File: config.mk
export PLATFORM = sky130hd
export DESIGN_NAME = microsequencer_flat
export DESIGN_NICKNAME = d
export VERILOG_FILES = /design/src/rtl/microsequencer_if.sv /design/src/rtl/microsequencer.sv /design/src/flat_wrapper.sv
export SDC_FILE = /design/constraint.sdc
export NUM_CORES = 1
export LEC_CHECK = 0
export CORE_MARGIN = 2
export CORE_UTILIZATION = 38
export CTS_BUF_LIST = sky130_fd_sc_hd__clkbuf_2 sky130_fd_sc_hd__clkbuf_4 sky130_fd_sc_hd__clkbuf_8
export DETAILED_ROUTE_END_ITERATION = 8
export HOLD_SLACK_MARGIN = 0.1
export PLACE_DENSITY = 0.93
export SKIP_LAST_GASP = 1
export SYNTH_ARGS = -nofsm -noshare
export SYNTH_HDL_FRONTEND = slang
export SYNTH_SLANG_ARGS = --single-unit
File: constraint.sdc
create_clock -name clk_i -period 2 [get_ports clk_i]
set_input_delay 0.2 -clock clk_i [delete_from_list [all_inputs] [get_ports clk_i]]
set_output_delay 0.2 -clock clk_i [all_outputs]
set_load 0.01 [all_outputs]
File: src/rtl/microsequencer_if.sv
// Sequencing-field bundle between the control-store ROM side and the microsequencer.
// master drives the ROM word fields and conditions; slave returns STATE and status.
interface microsequencer_if;
    logic [2:0]  n;
    logic        inv;
    logic        mi;
    logic [2:0]  s;
    logic [15:0] cr;
    logic [7:0]  enc_addr;
    logic [7:0]  cond_in;
    logic [7:0]  state;
    logic        taken;
    logic [3:0]  stk_level;
    logic        stk_err;

    modport master (
        output n, inv, mi, s, cr, enc_addr, cond_in,
        input  state, taken, stk_level, stk_err
    );

    modport slave (
        input  n, inv, mi, s, cr, enc_addr, cond_in,
        output state, taken, stk_level, stk_err
    );
endinterface

File: src/rtl/microsequencer.sv
// Next-microstate engine for the 256 x 64 control store.
// Optional return stack enabled by defining MSEQ_STACK_EN.
module microsequencer #(
    parameter logic [7:0] RESET_ADDR  = 8'd0,
    parameter logic [7:0] FETCH_ADDR  = 8'd1,
    parameter int         STACK_DEPTH = 4
) (
    input  logic             clk_i,
    input  logic             rst_i,
    microsequencer_if.slave  bus
);
    logic [7:0] state_q, state_d;
    logic [7:0] inc;
    logic [7:0] ret_addr;
    logic       taken;
    logic       sel_cr;

    assign taken     = bus.cond_in[bus.s] ^ bus.inv;
    assign bus.taken = taken;
    assign bus.state = state_q;
    assign inc       = state_q + 8'd1;

    always_comb begin
        sel_cr  = 1'b0;
        state_d = inc;
        unique case (bus.n)
            3'd0: state_d = bus.enc_addr;
            3'd1: state_d = FETCH_ADDR;
            3'd2: state_d = inc;
            3'd3: sel_cr  = 1'b1;
            3'd4: sel_cr  = taken;
            3'd5: begin
                sel_cr  = taken;
                state_d = bus.cr[15:8];
            end
            3'd6: begin
                sel_cr  = taken;
                state_d = bus.enc_addr;
            end
            3'd7: state_d = ret_addr;
        endcase
        if (sel_cr)
            state_d = bus.cr[7:0];
    end

    always_ff @(posedge clk_i) begin
        if (rst_i)
            state_q <= RESET_ADDR;
        else
            state_q <= state_d;
    end

`ifdef MSEQ_STACK_EN
    localparam int         IW     = (STACK_DEPTH > 1) ? $clog2(STACK_DEPTH) : 1;
    localparam logic [3:0] DEPTH4 = 4'(STACK_DEPTH);

    logic [7:0]    stk_q [STACK_DEPTH];
    logic [3:0]    lvl_q, lvl_d;
    logic          err_q, err_d;
    logic          push, pop, full, empty;
    logic [IW-1:0] top_idx, wr_idx;

    // sel_cr is never set for N=7, so MI is ignored on a return
    assign push    = bus.mi & sel_cr;
    assign pop     = (bus.n == 3'd7);
    assign full    = (lvl_q == DEPTH4);
    assign empty   = (lvl_q == 4'd0);
    assign top_idx = IW'(lvl_q - 4'd1);
    assign wr_idx  = full ? IW'(STACK_DEPTH - 1) : IW'(lvl_q);
    assign ret_addr = empty ? FETCH_ADDR : stk_q[top_idx];

    always_comb begin
        lvl_d = lvl_q;
        err_d = err_q;
        if (push) begin
            if (full) err_d = 1'b1;
            else      lvl_d = lvl_q + 4'd1;
        end
        if (pop) begin
            if (empty) err_d = 1'b1;
            else       lvl_d = lvl_q - 4'd1;
        end
    end

    always_ff @(posedge clk_i) begin
        if (rst_i) begin
            lvl_q <= 4'd0;
            err_q <= 1'b0;
        end else begin
            lvl_q <= lvl_d;
            err_q <= err_d;
        end
    end

    always_ff @(posedge clk_i) begin
        if (!rst_i && push)
            stk_q[wr_idx] <= inc;
    end

    assign bus.stk_level = lvl_q;
    assign bus.stk_err   = err_q;
`else
    logic unused_call;

    assign unused_call   = &{1'b0, bus.mi, sel_cr};
    assign ret_addr      = FETCH_ADDR;
    assign bus.stk_level = 4'd0;
    assign bus.stk_err   = 1'b0;
`endif
endmodule

File: src/flat_wrapper.sv
// flat-port wrapper written by rule: the top's interface ports become plain ports
module microsequencer_flat 
#(
    parameter logic [7:0] RESET_ADDR  = 8'd0,
    parameter logic [7:0] FETCH_ADDR  = 8'd1,
    parameter int         STACK_DEPTH = 4
)
  (clk_i, rst_i, bus_n, bus_inv, bus_mi, bus_s, bus_cr, bus_enc_addr, bus_cond_in, bus_state, bus_taken, bus_stk_level, bus_stk_err);
  microsequencer_if bus_i ();
  input  logic clk_i;
  input  logic rst_i;
  input wire logic [$bits(bus_i.n)-1:0] bus_n;
  input wire logic [$bits(bus_i.inv)-1:0] bus_inv;
  input wire logic [$bits(bus_i.mi)-1:0] bus_mi;
  input wire logic [$bits(bus_i.s)-1:0] bus_s;
  input wire logic [$bits(bus_i.cr)-1:0] bus_cr;
  input wire logic [$bits(bus_i.enc_addr)-1:0] bus_enc_addr;
  input wire logic [$bits(bus_i.cond_in)-1:0] bus_cond_in;
  output wire logic [$bits(bus_i.state)-1:0] bus_state;
  output wire logic [$bits(bus_i.taken)-1:0] bus_taken;
  output wire logic [$bits(bus_i.stk_level)-1:0] bus_stk_level;
  output wire logic [$bits(bus_i.stk_err)-1:0] bus_stk_err;
  assign bus_i.n = bus_n;
  assign bus_i.inv = bus_inv;
  assign bus_i.mi = bus_mi;
  assign bus_i.s = bus_s;
  assign bus_i.cr = bus_cr;
  assign bus_i.enc_addr = bus_enc_addr;
  assign bus_i.cond_in = bus_cond_in;
  assign bus_state = bus_i.state;
  assign bus_taken = bus_i.taken;
  assign bus_stk_level = bus_i.stk_level;
  assign bus_stk_err = bus_i.stk_err;
  microsequencer #(.RESET_ADDR(RESET_ADDR), .FETCH_ADDR(FETCH_ADDR), .STACK_DEPTH(STACK_DEPTH)) u_core (.clk_i(clk_i), .rst_i(rst_i), .bus(bus_i));
endmodule
==> reports/results.ini <==
[power_and_ir_drop]
power.density_mw_per_mm2 = 428
ir_worst_vdd_mv = 0.333
p_leak_nw = 0.624

[clock_tree]
clockBufferDepth = 2
cts_root_buf = clkbuf_4
cts_setup_buffers = 0
numCtsBuffers = 3
cts_tree = yes
htreeDepth = 1
clk_pin_slew_ps = 60
cts_sinks = 8
clk_latency_ps = 250

[logic_synthesis]
ys_ff_latch = 8
syn_area_um2 = 935
synth_cell_types = 48
synthArstFlopShare = 0
synth_top_cell_area_share = 0.171
synth_seq_area_share = 0.171
synth_top_family_by_area = compound AO/OA/AOI/OAI gates
synth_xor_area_frac = 0.0469
synth-compound-area-share = 0.300
synthMuxAreaShare = 0.145
synthAdderAreaFrac = 0.0134
synth_area_leaders = dfxtp_1, o21ai_0, nand2_1
synth_top_area_cell = dfxtp_1
yosys_warnings = 0
synthSimpleGateAreaFrac = 0.212
postSynthCellCount = 121
synthFlopType = dfxtp_1
synth_edf_count = 0
syn_avg_cell_area_um2 = 7.72

[finish]
final_area_mm2 = 0.00148
syn_to_final_growth_pct = 58.5
final_core_util = 0.651
insertedDiodeCount = 0
layout_common_cells = clkdlybuf4s50_1, nand2_1, dfxtp_1
layout_commonest_cell = clkdlybuf4s50_1
drive_above_1_share = 0.135
fillCellCount = 195
fin_cells = 199
fin_nets = 216
largest_reg_flops = 8

[hold_path]
min_path_cells = 3
holdCritPathClass = in2reg

[placed_design]
hpwlAfterDp_um = 2370
place_congestion = 0.867
dp_slack_ps = -553
placed_cells = 197
io_buffers = 49
placed_area_mm2 = 0.00145

[die]
dieArea_mm2 = 0.00287
rows = 17
coreArea_mm2 = 0.00228
die_h_um = 53.6
io-pin-count = 56
die_x_um = 53.6
initial_core_util = 0.411

[critical_path]
critical_path_required_ps = 1800
start_kind = primary input
path_class = in2out
slowest_delay_ps = 550
r2r_slack_ps = 320
reg2regPathDepth = 6
end_kind = primary output
worstPathMaxFanout = 3
arrival_ps = 1740
worstPathCellList = clkdlybuf4s50_1, mux2_2, mux4_2, xor2_1, buf_2
cp_slowest_cell = mux4_2

[timing]
layout_worst_path_cycle_share = 0.971
max_freq_mhz = 515
setup_slack_ps = 57.0
hold_violations = 0
final_max_slew_viol_count = 0
fin_crit_ps = 1940
fin_worst_skew_ps = 1.89
setup_violations = 0

[global_route]
antenna_found_initial = 0
grt_util_all_layers = 0.219
grt_pass1_vias = 1084
grt-ovfl-total = 0
grt_first_pass_wirelength_um = 4560
grt_max_degree = 16

[routing]
vias = 1115
drtIter0Drc = 31
wirelength_um = 2810
wl_per_cell_um = 14.1
drcViolationCount = 0
vias_per_cell = 5.60
ant_nets = 0
dr.pass1.iters = 4

[run]
drv_cap = 0

[run_status]
status = finished clean

[logic make-up after synthesis]
| kind of cell | count (synthesis) |
|---|---|
| simple gates | 38 |
| xor+xnor | 5 |
| fa+ha+maj | 1 |
| other cells | 1 |
| mux | 10 |
| flops | 8 |
| compound gates | 40 |
| buf+inv | 18 |
[synth_stat cells (2+ instances only)]
| library cell | count |
|---|---|
| a221o_1 | 2 |
| nand2b_1 | 2 |
| dfxtp_1 | 8 |
| o211ai_1 | 3 |
| a221oi_1 | 3 |
| nor2_1 | 5 |
| nor3_1 | 2 |
| inv_1 | 7 |
| nand3_1 | 7 |
| nand2_1 | 11 |
| o31ai_1 | 3 |
| o21ai_0 | 11 |
| clkbuf_1 | 2 |
| mux2i_1 | 3 |
| o221ai_1 | 2 |
| mux2_2 | 3 |
| o21a_1 | 2 |
| nor2b_1 | 4 |
| a21oi_1 | 5 |
| xor2_1 | 4 |
| buf_4 | 5 |
[power breakdown]
part	switching, mW	internal, mW	leakage (nW)	total [mW]
clock network	0.0548	0.0687	0.0138	0.123
logic	0.129	0.181	0.544	0.310
registers	0.0237	0.178	0.0664	0.201
total	0.207	0.427	0.624	0.635
[final timing paths]
path | from | to
min reg2reg | u_core.bus.state[7] | u_core.bus.state[7]
max | bus_cond_in[0] | bus_taken
max reg2reg | u_core.bus.state[0] | u_core.bus.state[6]
min | bus_cr[3] | u_core.bus.state[3]
[critical path: cells and delay by family]
family | cells | cell delay, ps
muxes | 2 | 810
buffers and inverters | 2 | 540
xor gates and xnor gates | 1 | 190
[routing by layer]
layer	vias to the layer above	share of wire	GRT usage
met2	61	0.51	0.412
met4	0	0.011	0.0256
met3	4	0.088	0.0694
li1	547	-	-
met5	-	0	0
met1	503	0.39	0.247
[metrics by stage]
step                      TNS, ps  hold slack [ps]  total power, mW
final                           0              516            0.635
after global routing        -3.61              538            0.680
after CTS                   -22.7              511            0.643
after detailed placement    -4350              683            0.516
after global placement      -3810              706            0.507
after floorplan                 0              335            0.358
[cell type report]
| cell class | count | area (um2) | area share |
|---|---|---|---|
| Tap cell | 28 | 35.0 | 0.0236 |
| Sequential cell | 8 | 160 | 0.108 |
| Timing Repair Buffer | 54 | 536 | 0.361 |
| Inverter | 7 | 26.3 | 0.0177 |
| Clock buffer | 3 | 22.5 | 0.0152 |
| Multi-Input combinational cell | 99 | 702 | 0.474 |
[what timing repair did]
item | in CTS | in global routing
setup endpoints to repair | 9 | 6
endpoints found under the hold margin | 0 | 0
resized for setup | 9 | 14
hold buffers | 0 | 0
cloned | 0 | 0
pin swaps | 4 | 1
No activity file was read; power rests on OpenSTA's default activity.
